--- src/rtl/count_to_mask_gen_pkg.sv ---
// Shared width derivation for the count-to-mask generator and the leading zero/one counter,
// so count and index widths always agree between the two blocks.
package count_to_mask_gen_pkg;

  localparam int DEF_DATA_WIDTH = 16;

  // Count range is 0..DATA_WIDTH inclusive, hence one bit more than the index width.
  function automatic int cnt_width(input int data_width);
    return $clog2(data_width) + 1;
  endfunction

  function automatic int head_width(input int data_width);
    return $clog2(data_width);
  endfunction

endpackage

--- src/rtl/count_to_mask_gen_mask_rotate.sv ---
// Combinational barrel rotate-left: one stage per amount bit, stage s rotates by 2**s.
module mask_rotate #(
  parameter int DATA_WIDTH = 16,
  parameter int HEAD_W     = 4
) (
  input  logic [DATA_WIDTH-1:0] i_data,
  input  logic [HEAD_W-1:0]     i_amt,
  output logic [DATA_WIDTH-1:0] o_data
);

  logic [DATA_WIDTH-1:0] w_stage [HEAD_W+1];

  assign w_stage[0] = i_data;

  for (genvar s = 0; s < HEAD_W; s++) begin : g_stage
    localparam int SH = 1 << s;
    assign w_stage[s+1] = i_amt[s]
      ? {w_stage[s][DATA_WIDTH-SH-1:0], w_stage[s][DATA_WIDTH-1 -: SH]}
      : w_stage[s];
  end

  assign o_data = w_stage[HEAD_W];

endmodule

--- src/rtl/count_to_mask_gen.sv ---
// Builds a wrapping contiguous run mask from (count, head): S1 registers a thermometer of
// count bits plus the head, S2 registers the rotated, polarity-adjusted mask.
module count_to_mask_gen
  import count_to_mask_gen_pkg::*;
#(
  parameter int  DATA_WIDTH = DEF_DATA_WIDTH,
  parameter int  FILL_ONE   = 1,
  localparam int CNT_W      = cnt_width(DATA_WIDTH),
  localparam int HEAD_W     = head_width(DATA_WIDTH)
) (
  input  logic                  clk,
  input  logic                  rst_n,
  input  logic                  flush,
  input  logic                  in_valid,
  output logic                  in_ready,
  input  logic [CNT_W-1:0]      in_cnt,
  input  logic [HEAD_W-1:0]     in_head,
  output logic                  out_valid,
  input  logic                  out_ready,
  output logic [DATA_WIDTH-1:0] out_mask
);

  localparam logic [DATA_WIDTH-1:0] MASK_IDLE = (FILL_ONE != 0) ? '0 : '1;

  // Thermometer from bit 0: each count bit i appends 2**i ones; the top count bit means
  // count >= DATA_WIDTH and saturates to all ones.
  function automatic logic [DATA_WIDTH-1:0] sat_therm(input logic [CNT_W-1:0] cnt);
    logic [DATA_WIDTH-1:0] t;
    t = '0;
    for (int i = 0; i < HEAD_W; i++) begin
      if (cnt[i]) t = (t << (1 << i)) | ~({DATA_WIDTH{1'b1}} << (1 << i));
    end
    if (cnt[CNT_W-1]) t = '1;
    return t;
  endfunction

  function automatic logic [DATA_WIDTH-1:0] apply_fill(input logic [DATA_WIDTH-1:0] run);
    return (FILL_ONE != 0) ? run : ~run;
  endfunction

  logic [DATA_WIDTH-1:0] r_therm_p1;
  logic [HEAD_W-1:0]     r_head_p1;
  logic                  r_vld_p1;
  logic [DATA_WIDTH-1:0] r_mask_p2;
  logic                  r_vld_p2;

  logic                  w_s2_load;
  logic                  w_s1_adv;
  logic                  w_accept;
  logic [DATA_WIDTH-1:0] w_rot_p1;

  assign w_s2_load = !r_vld_p2 || out_ready;
  assign w_s1_adv  = r_vld_p1 && w_s2_load;
  assign in_ready  = rst_n && !flush && (!r_vld_p1 || w_s1_adv);
  assign w_accept  = in_valid && in_ready;

  always_ff @(posedge clk) begin
    if (!rst_n || flush) begin
      r_vld_p1 <= 1'b0;
      r_vld_p2 <= 1'b0;
    end else begin
      if (w_accept)      r_vld_p1 <= 1'b1;
      else if (w_s1_adv) r_vld_p1 <= 1'b0;
      if (w_s2_load)     r_vld_p2 <= r_vld_p1;
    end
  end

  // Stage S1: thermometer and head capture
  always_ff @(posedge clk) begin
    if (w_accept) begin
      r_therm_p1 <= sat_therm(in_cnt);
      r_head_p1  <= in_head;
    end
  end

  mask_rotate #(
    .DATA_WIDTH (DATA_WIDTH),
    .HEAD_W     (HEAD_W)
  ) u_mask_rotate (
    .i_data (r_therm_p1),
    .i_amt  (r_head_p1),
    .o_data (w_rot_p1)
  );

  // Stage S2: rotated mask; holds its value across stalls and flush
  always_ff @(posedge clk) begin
    if (!rst_n)                   r_mask_p2 <= MASK_IDLE;
    else if (!flush && w_s1_adv)  r_mask_p2 <= apply_fill(w_rot_p1);
  end

  assign out_valid = r_vld_p2;
  assign out_mask  = r_mask_p2;

endmodule
--- config.mk ---
export PLATFORM = sky130hd
export DESIGN_NAME = count_to_mask_gen
export DESIGN_NICKNAME = d
export VERILOG_FILES = /design/src/rtl/count_to_mask_gen_pkg.sv /design/src/rtl/count_to_mask_gen_mask_rotate.sv /design/src/rtl/count_to_mask_gen.sv
export SDC_FILE = /design/constraint.sdc
export NUM_CORES = 1
export LEC_CHECK = 0
export ABC_AREA = 1
export BUFFER_PORTS_ARGS = -buffer_cell sky130_fd_sc_hd__buf_2
export CAP_MARGIN = 15
export CORE_MARGIN = 1
export CORE_UTILIZATION = 52
export CTS_CLUSTER_SIZE = 8
export DETAILED_ROUTE_END_ITERATION = 8
export PLACE_DENSITY = 0.86
export SYNTH_ARGS = -nofsm -noshare
export SYNTH_HDL_FRONTEND = slang
export SYNTH_SLANG_ARGS = --single-unit
export TNS_END_PERCENT = 100
--- constraint.sdc ---
create_clock -name clk -period 1.89 [get_ports clk]
set_input_delay 0.2835 -clock clk [delete_from_list [all_inputs] [get_ports clk]]
set_output_delay 0.2835 -clock clk [all_outputs]
set_load 0.05 [all_outputs]
==> summary.md, run 1 <==
The run finished with clean final reports. The fraction of the mapped netlist area in compound gates came out at 0.0202. Area occupied by registers: 961 sq um. The largest family of logic cells by synthesized area was simple AND/OR/NAND/NOR gates.

The number of top-level pins was 32; the overall fraction of global-route tracks in use was 0.240. The share of power burned in registers was 0.522; the number of buffer cells added on primary ports was 31. The most numerous cell type found on the critical path is nand2_1.

The area share of and/or/nand/nor cells after synthesis is 0.449. Setup repair after global routing left no endpoint under its margin. The number of buffers added to fix hold violations after cts is 0.

The share of the clock period used by the worst path was 0.811. The core region is 0.00412 sq mm. For this run, the number of Yosys warnings is 0. The die covers 0.00468 sq mm. Shortest period the worst path allows: 1530 ps.

The critical path goes through buf_4 -> nand2_1 -> nand3_1 -> nand3_1 -> nand2_1 -> nand2_1 -> nand3_1 -> nand2_1 -> inv_1. The clock power share was 0.330. The vertical extent of the die is 68.4 microns. For the final cell utilization of the core, the log shows 0.618.

The fraction of final layout cells with drive strength greater than 1 was 0.193. The tree is rooted in a clkbuf_8. The run gives 0.653 GHz as the fmax. The final number of hold-violating endpoints was 0. The switching power as a share of total power was 0.267; the leakage power was 1.27 nW. The worst setup path category is reg -> reg. The run gives 0.468 mW as the net switching power. The combinational share of power is 0.148, and the number of antenna violations at the first check in global routing is 0. The layout overhead on the synthesized area was 10.9%; the total vias in the final route was 2,089.

After synthesis the netlist holds a flip-flop and latch count of 38. On the worst path, the slowest cell contributes a delay of 570 ps. Counting the fill cells in the layout gives 390. The worst setup path is launched from a flip-flop. The capturing element type of the critical path is a flip-flop.

After the last flow step, the layout net total stands at 370. The adder-cell share of the synthesized area came out at 0. Number of setup buffers added after CTS: 0. In the synthesized netlist, the number of instances is 327. The run gives 0 as the setup-violating endpoint count in the final report.

The global placer's final weighted congestion came out at 0.933. The logs give 0.000520 V for the worst-case vdd ir drop and 23 for the row count. For this run, the detailed router's first-pass iteration total came to 4. The per-instance average area after synthesis is 7.02 sq um, and the cell-internal power is 1.29 mW. The number of sinks on the clock net came out at 38. The logs give 0.709 for the tightest slew margin relative to the limit and 3760 microns for the HPWL after detailed placement. The number of clock buffers added by TritonCTS is 5. After detailed routing, the number of vias per cell comes to 5.13. The data required time at the worst endpoint is 2080 ps, and the post-detailed-route wirelength per cell is 12.1 microns. The xor/xnor share of the synthesized area works out to 0. The worst hold path class is in -> reg. The library cells used most frequently in the layout, excluding fill and tap cells, are nand2_1 (94), nand3_1 (76), nor2_1 (40), buf_2 (31), inv_1 (30). For this run the aggregate overflow at the end of global routing stands at 0. The routed design has 4930 microns of wire.

Count of final max-slew check failures: 0. The kind of cell with the highest combined delay along the critical path is simple AND/OR/NAND/NOR gates. For the DRC marker count from the first detailed-route iteration, the log shows 118. Counting distinct cell types in the post-synthesis netlist gives 19. The slowest stage cell on the critical path is edfxtp_1.

The logs give 0 for the max-cap check violation count and 0 for the post-route antenna net violation count. The largest fanout on the critical path was 11; the starting density of the core was 0.558. Most frequent standard cell in the layout excluding fill and tap cells: nand2_1. Summing all multi-input logic gate instances after layout gives 0.00108 sq mm. Entering global routing, the biggest net connects 33 pins. The maximum buffer depth of the clock tree was 2. TritonCTS built the clock tree.

The setup skew after layout is 11.3 ps, and the number of nets produced by synthesis is 341. The multiplexer fraction of the synthesized cell area was 0. After detailed routing, the number of remaining DRC violations is 0. In this run the cell area of the synthesized design comes to 0.00229 sq mm. At the pin with the least slew margin, the transition time is 436 ps. After routing, the total negative slack on setup checks comes to 0 ps.

The run gives 290 ps as the clock insertion delay at the later pin of the skew report. Data arrives at the worst endpoint at 1720 ps. 0 antenna diodes ended up in the layout. The clock input transition at the sequential cells of the worst setup and hold paths works out to 70 ps. The sequential element share of the synthesized area came out at 0.419. The power density over the cells is 689 mW/mm^2, and the number of levels in the clock H-tree is 2. Die span in x: 68.4 microns. The number of buffers and inverters on the critical path is 2. Once the clock tree was built, the resizer swapped 0 gates to a different size.

The first global-routing pass estimated 8040 microns of wire. The number of global-route vias before repair is 1,831.
metrics by stage:
stage	hold WS [ps]	cell area [sq um]	cells	power, mW	setup WS [ps]
after global placement	460	2450	399	1.19	367
after CTS	162	2540	407	1.77	344
after detailed placement	462	2450	399	1.19	364
after global routing	149	2540	407	1.84	191
after floorplan	382	2300	327	1.13	134
final	172	2540	407	1.75	358
logic make-up after synthesis:
logic type,Yosys count
buf+inv,51
flops,38
compound gates,9
simple gates,229
power groups by stage:
stage	clock network [mW]	registers (mW)	logic, mW
2_1_floorplan	0	0.972	0.158
3_3_place_gp	0	0.933	0.254
3_5_place_dp	0	0.934	0.259
4_1_cts	0.595	0.915	0.261
5_1_grt	0.635	0.918	0.291
6_report	0.578	0.915	0.260
worst reg2reg max path, stage by stage, from the launching register on:
cell	delay [ps]
edfxtp_1	570
buf_4	240
nand2_1	70
nand3_1	110
nand3_1	120
nand2_1	70
nand2_1	70
nand3_1	80
nand2_1	70
inv_1	40
sequential cells by signal (all words and copies together), names as in the netlist:
register / count
out_mask: 16
r_vld_p1: 1
r_head_p1: 4
out_valid: 1
r_therm_p1: 16
synthesized netlist by cell type (all sizes together):
cell	n	area share
dfxtp	18	0.16
clkinv	1	0.0016
clkbuf	2	0.0033
o21ai	4	0.0087
inv	33	0.056
edfxtp	20	0.26
nand3	84	0.20
a31oi	1	0.0027
a21oi	4	0.0087
nor2	41	0.067
buf	15	0.051
nand2	104	0.18
path summary, 6_finish.rpt:
path                              startpoint      endpoint  slack (ps)  depth (start not counted)
worst max-delay path            r_head_p1[0]   out_mask[0]         360                          9
worst min-delay path              in_head[2]  r_head_p1[2]         170                          1
worst max register to register  r_head_p1[0]   out_mask[0]         360                          9
worst min register to register      r_vld_p1     out_valid         480                          2
per-layer routing:
metal | part of all wire | wire [microns] | GRT usage
met1 | 0.45 | 2220 | 0.298
met2 | 0.49 | 2410 | 0.395
met3 | 0.047 | 234 | 0.0617
met4 | 0.013 | 65 | 0.0911
met5 | 0 | 0 | 0
final cells by class:
type	count	share of cell area
multi-input combinational	238	0.424
sequential	38	0.378
timing repair buffer	39	0.0846
inverter	34	0.0521
clock buffer	7	0.0354
tap	50	0.0246
clock inverter	1	0.00197
No activity file was read; power rests on OpenSTA's default activity.
==> run 2, diff against run 1 <==
==> constraint.sdc (replaced) <==
create_clock -name clk -period 1.32 [get_ports clk]
set_input_delay 0.198 -clock clk [delete_from_list [all_inputs] [get_ports clk]]
set_output_delay 0.198 -clock clk [all_outputs]
set_load 0.05 [all_outputs]
==> run 2 against run 1 <==
Compared with the run above: the run now ends with setup timing left; die area unchanged; non-clock buffer count rose by 6; sequential power increased by 45%; final cell count grew 1.7%; clock-buffer cell count fell by 1; first-iteration DRC count grew 110%; flip-flop and latch count unchanged; clock skew shrank 4.4 ps; critical path depth rose by 1; register-to-register slack worse by 630 ps; critical path type unchanged; largest cell class unchanged; largest power group unchanged; highest routed layer unchanged.
==> summary.md, run 2 (synthesis gave the netlist of run 1 again) <==
The logs give 7660 microns for the routed wire length and 0.301 for the overall fraction of global-route tracks in use. Entering global routing, the biggest net connects 33 pins. The layout has 203 filler cells. The largest single stage delay on the critical path is 440 ps. In the layout the commonest cells are nand2_1 (48), nand3_2 (41), nor2_1 (40), nand2_2 (35), buf_2 (30). In the routed layout, each cell is associated on average with a via count of 6.09.

The worst hold path class is in -> reg. Critical path's most frequent cell: nand2_1. The depth of the worst register-to-register path was 10; the clock insertion delay at the later pin of the skew report was 290 ps.

met2 is the most crowded layer. Timing analysis after detailed placement gives a worst setup slack of -92.1 ps. The detail route stage leaves a number of antenna-violating nets equal to 0.

The critical path runs through a total of 10 cells. The critical path starts at r_head_p1[0]. The first-pass GRT wire length is 10,200 microns. The total vias in the final route was 2,520; the met1 layer usage reported by global route was 0.355.

The clock input transition at the sequential cells of the worst setup and hold paths came out at 70 ps. The max-cap check violation count came out at 0. The DRC marker count from the first detailed-route iteration came out at 243. The data arrival time of the critical path is 1780 ps.

IR analysis of the VDD net gives a maximum drop of 0.00112 V. Leaving out fill and tap cells, the most frequent cell in the layout is nand2_1. The share of the clock period used by the worst path was 1.21; the HPWL after detailed placement was 3670 microns. The tools report the beginning of the worst hold path as in_head[2]. Measured along the y axis, the die boundary spans 68.4 microns. Walking the worst path, the cells encountered are buf_6 -> buf_12 -> nand2_8 -> nand3_4 -> nand3_2 -> nand2_2 -> nand2_1 -> nand3_1 -> nand2_1 -> inv_1.

Data on the critical path is required at its endpoint by 1510 ps. Static timing analysis puts the maximum clock frequency at 0.626 GHz. Final hold slack: 78.4 ps. The met2 track demand over resource was 0.499; the layout net count was 377.

The post-detailed-route wirelength per cell is 18.5 microns. In this run the horizontal extent of the chip is 68.4 microns. The critical path contains buffers and inverters numbering 3 combined. The starting density of the core is 0.558, and the setup skew after layout is 6.88 ps. Setup violations remaining at the end of the flow were counted as 37.

The fraction of final layout cells with drive strength greater than 1 is 0.505. The launch instance of the worst register-to-register path is r_head_p1[0]. Number of buffers created by CTS: 5. The worst hold path cell count is 1.

The tools report the tightest slew margin relative to the limit as 0.596. The maximum buffer depth of the clock tree came out at 2. Number of top-level pins: 32. The flow ran to the end, but the final reports show violations. The global placer's final weighted congestion is 0.907, and the count of final max-slew check failures is 0. The slowest stage of the critical path belongs to the cell edfxtp_1. The actual transition at the worst max-transition pin is 605 ps, and the layout overhead on the synthesized area is 52.2%. Power comes to 2.70 mW.

Of all nets on the critical path, the largest fanout is 5. The analysis attributes to cell leakage a power of 1.54 nW. The capturing element type of the critical path is a flip-flop. The final cell utilization of the core was 0.849; the post-detailed-route DRC marker count was 0. The critical path is of the reg -> reg type.

Counting every sink on the clock net gives 38. The number of levels in the clock H-tree was 2; the area of the core region was 0.00412 sq mm. The met3 usage was 0.0817. The least setup slack across all paths after layout was -277 ps. The cell sitting at the root of the clock tree is a clkbuf_8. The repair_antennas step left the layout with diodes totalling 0. Family of cells with the greatest summed delay on the critical path: simple AND/OR/NAND/NOR gates. For the row count, the log shows 23.

The shortest period the worst path allows is 1600 ps, and the number of buffer cells added on primary ports is 31. TritonCTS built the clock tree. The overall overflow remaining after global route came out at 0.

The first TritonRoute pass finished after 6 iterations. The number of antenna violations at the first check in global routing was 0. The final reports fail on setup timing. The run gives 0.00468 sq mm as the floorplan die area.

STA classifies the critical path startpoint as a flip-flop. The logs give 2,149 for the number of global-route vias before repair and 0 for the final number of hold-violating endpoints. In this run the power density over the cells is 772 mW/mm^2.

Setup repair after global routing could not meet its margin everywhere.
run 2: cell count changes in the layout (fill, tap and decap cells not counted), sizes merged:
cell / previous run / this run
buf: 39 / 45
clkinv: 2 / 3
clkbuf: 7 / 6
inv: 33 / 34
run 2: through the flow:
stage | cells | setup TNS, ps | cell area (sq um)
global placement | 401 | -780 | 2510
floorplan | 327 | -2170 | 2310
CTS | 415 | -1280 | 3120
finish | 414 | -3070 | 3490
global route | 414 | -5870 | 3490
detailed placement | 401 | -1060 | 2510
run 2: final timing paths:
check	to	slack, ps
setup / recovery	out_mask[8]	-280
hold / removal	r_head_p1[2]	80
setup reg to reg	out_mask[8]	-280
hold reg to reg	out_valid	480
run 2: layout make-up:
type / count / area [sq um] / share of cell area
clock inverters: 2 / 8.76 / 0.00251
well taps: 50 / 62.6 / 0.0179
flip-flops and latches: 38 / 965 / 0.276
repair buffers: 45 / 340 / 0.0974
multi-input cells: 238 / 1900 / 0.543
clock buffers: 6 / 72.6 / 0.0208
repair inverters: 1 / 11.3 / 0.00322
inverters: 34 / 135 / 0.0387
run 2: metal layers:
layer	vias to the layer above	wire length [microns]
li1	1130	-
met1	1182	2960
met2	151	3690
met3	57	543
met4	0	458
met5	-	0
run 2: what timing repair did:
action / in CTS / in global routing
resized for setup: 110 / 72
setup endpoints to repair: 17 / 37
buffers inserted: 4 / 0
cloned: 2 / 0
pin swaps: 48 / 34
hold buffers: 0 / 0
run 2: where the power goes:
| part | total [mW] | leakage (nW) | switching [mW] | internal, mW |
|---|---|---|---|---|
| Combinational | 0.576 | 1.16 | 0.385 | 0.191 |
| Clock | 0.793 | 0.0426 | 0.429 | 0.364 |
| Sequential | 1.33 | 0.333 | 0.0420 | 1.28 |
==> run 3, diff against run 2 <==
--- a/config.mk
+++ b/config.mk
@@ -6,13 +6,14 @@
 export NUM_CORES = 1
 export LEC_CHECK = 0
 export ABC_AREA = 1
-export BUFFER_PORTS_ARGS = -buffer_cell sky130_fd_sc_hd__buf_2
 export CAP_MARGIN = 15
 export CORE_MARGIN = 1
-export CORE_UTILIZATION = 52
+export CORE_UTILIZATION = 55
 export CTS_CLUSTER_SIZE = 8
 export DETAILED_ROUTE_END_ITERATION = 8
-export PLACE_DENSITY = 0.86
+export DONT_BUFFER_PORTS = 1
+export MAX_ROUTING_LAYER = met4
+export PLACE_DENSITY = 0.8
 export SYNTH_ARGS = -nofsm -noshare
 export SYNTH_HDL_FRONTEND = slang
 export SYNTH_SLANG_ARGS = --single-unit
==> constraint.sdc (replaced) <==
create_clock -name clk -period 1.8 [get_ports clk]
set_input_delay 0.27 -clock clk [delete_from_list [all_inputs] [get_ports clk]]
set_output_delay 0.27 -clock clk [all_outputs]
set_load 0.05 [all_outputs]
==> run 3 against run 2 <==
Compared with the run above: sequential share of layout area grew 13 points; final area shrank 32%; largest power group unchanged; critical path depth shrank 1; clock skew shrank 1.2 ps; register-to-register slack gained 470 ps; the flow now finishes without violations.
==> summary.md, run 3 (synthesis gave the netlist of run 1 again) <==
The count of nets left with antenna violations once routing finished came out at 0. The final layout contains routed wiring with a total length of 4540 microns. The clock passes through at most 2 buffers. The worst setup path category is reg -> reg. The run gives 2 as the number of levels in the clock H-tree. Setup violations remaining at the end of the flow were counted as 0.

At the later pin of the worst-skew pair, clock insertion delay measures 280 ps. The clock power share is 0.316. The least setup slack across all paths after layout was 194 ps; the total inserted antenna cells was 0. The overall overflow remaining after global route is 0, and the tightest slew margin relative to the limit is 0.625.

The path with the worst hold slack has its endpoint at r_head_p1[2]. For the number of antenna violations at the first check in global routing, the log shows 0. Buffers placed on the I/O ports in this run total 0. In this run, post-CTS hold repair placed 0 buffers.

The layout overhead on the synthesized area was 4.03%. The die covers 0.00443 sq mm. Data on the critical path is required at its endpoint by 1990 ps.

After filler insertion, the fill cell instance count of the layout stands at 389. The element type at the critical path start was a flip-flop. Overall fraction of global-route tracks in use: 0.232.

Count of final max-slew check failures: 0. Before CTS, the worst setup slack after placement is 231 ps. For this design the top-level I/O count stands at 32. The fraction of final layout cells with drive strength greater than 1 is 0.116, and the number of vias per cell is 5.38. The internal power of the cells totals 1.27 mW. The total vias in the final route came out at 2,027. The run finished with clean final reports. The slack of the worst reg-to-reg path was 190 ps.

The capturing element type of the critical path was a flip-flop. The final number of hold-violating endpoints is 0, and the fmax is 0.623 GHz. At the end of routability-driven placement, the weighted congestion stood at 0.946. The starting density of the core is 0.574, and the actual transition at the worst max-transition pin is 562 ps. In the layout the commonest cells are nand2_1 (94), nand3_1 (76), nor2_1 (40), inv_1 (30), edfxtp_1 (20).

Die span in x: 66.6 microns. The logs give 1.11 nW for the leakage power and 5.69 ps for the setup skew after layout. The share of the clock period used by the worst path was 0.892; the area of the core region was 0.00400 sq mm.

TritonCTS built the clock tree. After clock tree synthesis, the clock-pin slew on the worst setup and hold paths is 80 ps. Once the clock tree was built, the setup fixing pass inserted 0 buffers. The power density over the cells is 737 mW/mm^2. The worst-case vdd ir drop is 0.000533 V, and the vertical extent of the die is 66.6 microns. Setup repair after global routing left no endpoint under its margin. Data arrival time of the critical path: 1790 ps.

The run gives 340 as the layout net count. Summed negative setup slack over all endpoints: 0 ps. The tools report the combinational share of power as 0.111. The share of power burned in registers came out at 0.573. In this run the clock root is driven by a clkbuf_8. The final cell utilization of the core is 0.597.

After legalization and detailed placement, the total HPWL measured 3510 microns. The post-detailed-route wirelength per cell is 12.1 microns. The worst hold path class is in -> reg.

The startpoint identified for the worst hold timing path is in_head[2]. After floorplanning, the core was divided into 23 placement rows. Most frequent standard cell in the layout excluding fill and tap cells: nand2_1. The worst register-to-register path ends at out_mask[3]. In this run, the number of DRC markers left after iteration 0 of detailed routing was 216.

Post-detailed-route DRC marker count: 0. The number of buffers created by CTS was 5; the number of resized instances in the post-cts repair step was 0. In this run the power spent charging and discharging nets is 0.487 mW. For this run, the detailed router's first-pass iteration total came to 4. Number of global-route vias before repair: 1,777.

The launch instance of the worst register-to-register path was r_head_p1[0]. The switching power as a share of total power is 0.277. The clock drives 38 sinks. Measured in cells, the most critical reg-to-reg path has a length of 9. The first-pass GRT wire length was 7600 microns; the worst hold path cell count was 0. The tool flagged a number of max-cap violations equal to 0. The shortest period the worst path allows is 1610 ps. Entering global routing, the biggest net connects 33 pins.

In this run the worst path has a maximum fanout of 13.
## run 3: worst max-delay path by stage
stage	startpoint	end	slack [ps]	cells past startpoint
after floorplan	out_valid	r_head_p1[0]	40	7
after global placement	r_head_p1[0]	out_mask[1]	250	9
after detailed placement	r_head_p1[0]	out_mask[3]	230	9
after CTS	r_head_p1[0]	out_mask[3]	220	9
after global routing	r_head_p1[0]	out_mask[6]	40	9
final	r_head_p1[0]	out_mask[3]	190	9
## run 3: power groups by stage
stage	Sequential [mW]	Clock [mW]	Combinational (mW)
finish	1.01	0.556	0.194
global route	1.01	0.593	0.223
CTS	1.01	0.570	0.195
detailed placement	1.03	0	0.194
global placement	1.03	0	0.192
floorplan	1.02	0	0.166
## run 3: metrics by stage
stage	hold WS, ps	cells	instance area (sq um)	power, mW
after floorplan	369	327	2300	1.19
after CTS	71.6	377	2390	1.77
after global routing	67.1	377	2390	1.83
after global placement	369	369	2300	1.22
after detailed placement	369	369	2300	1.22
final	79.1	377	2390	1.76
## run 3: worst max-delay path, cell delays in order, from the launching register on
cell and delay [ps]:
edfxtp_1 600, buf_4 250, nand2_1 70, nand3_1 150, nand3_1 120, nand2_1 70
nand2_1 70, nand3_1 90, nand2_1 70, inv_1 40
## run 3: area by class of cell
class,instances,area [sq um],area share
multi-input combinational,238,1080,0.452
sequential,38,961,0.403
inverter,34,133,0.0556
clock buffer,5,68.8,0.0288
timing repair buffer,9,67.6,0.0283
tap,50,62.6,0.0262
clock inverter,3,16.3,0.00681
## run 3: layer usage
| metal | vias up | GRT usage | wire length (microns) |
|---|---|---|---|
| met5 | - | - | 0 |
| met4 | 0 | 0.0638 | 53 |
| met3 | 6 | 0.0462 | 229 |
| met2 | 51 | 0.370 | 2200 |
| met1 | 923 | 0.298 | 2060 |
| li1 | 1047 | - | - |
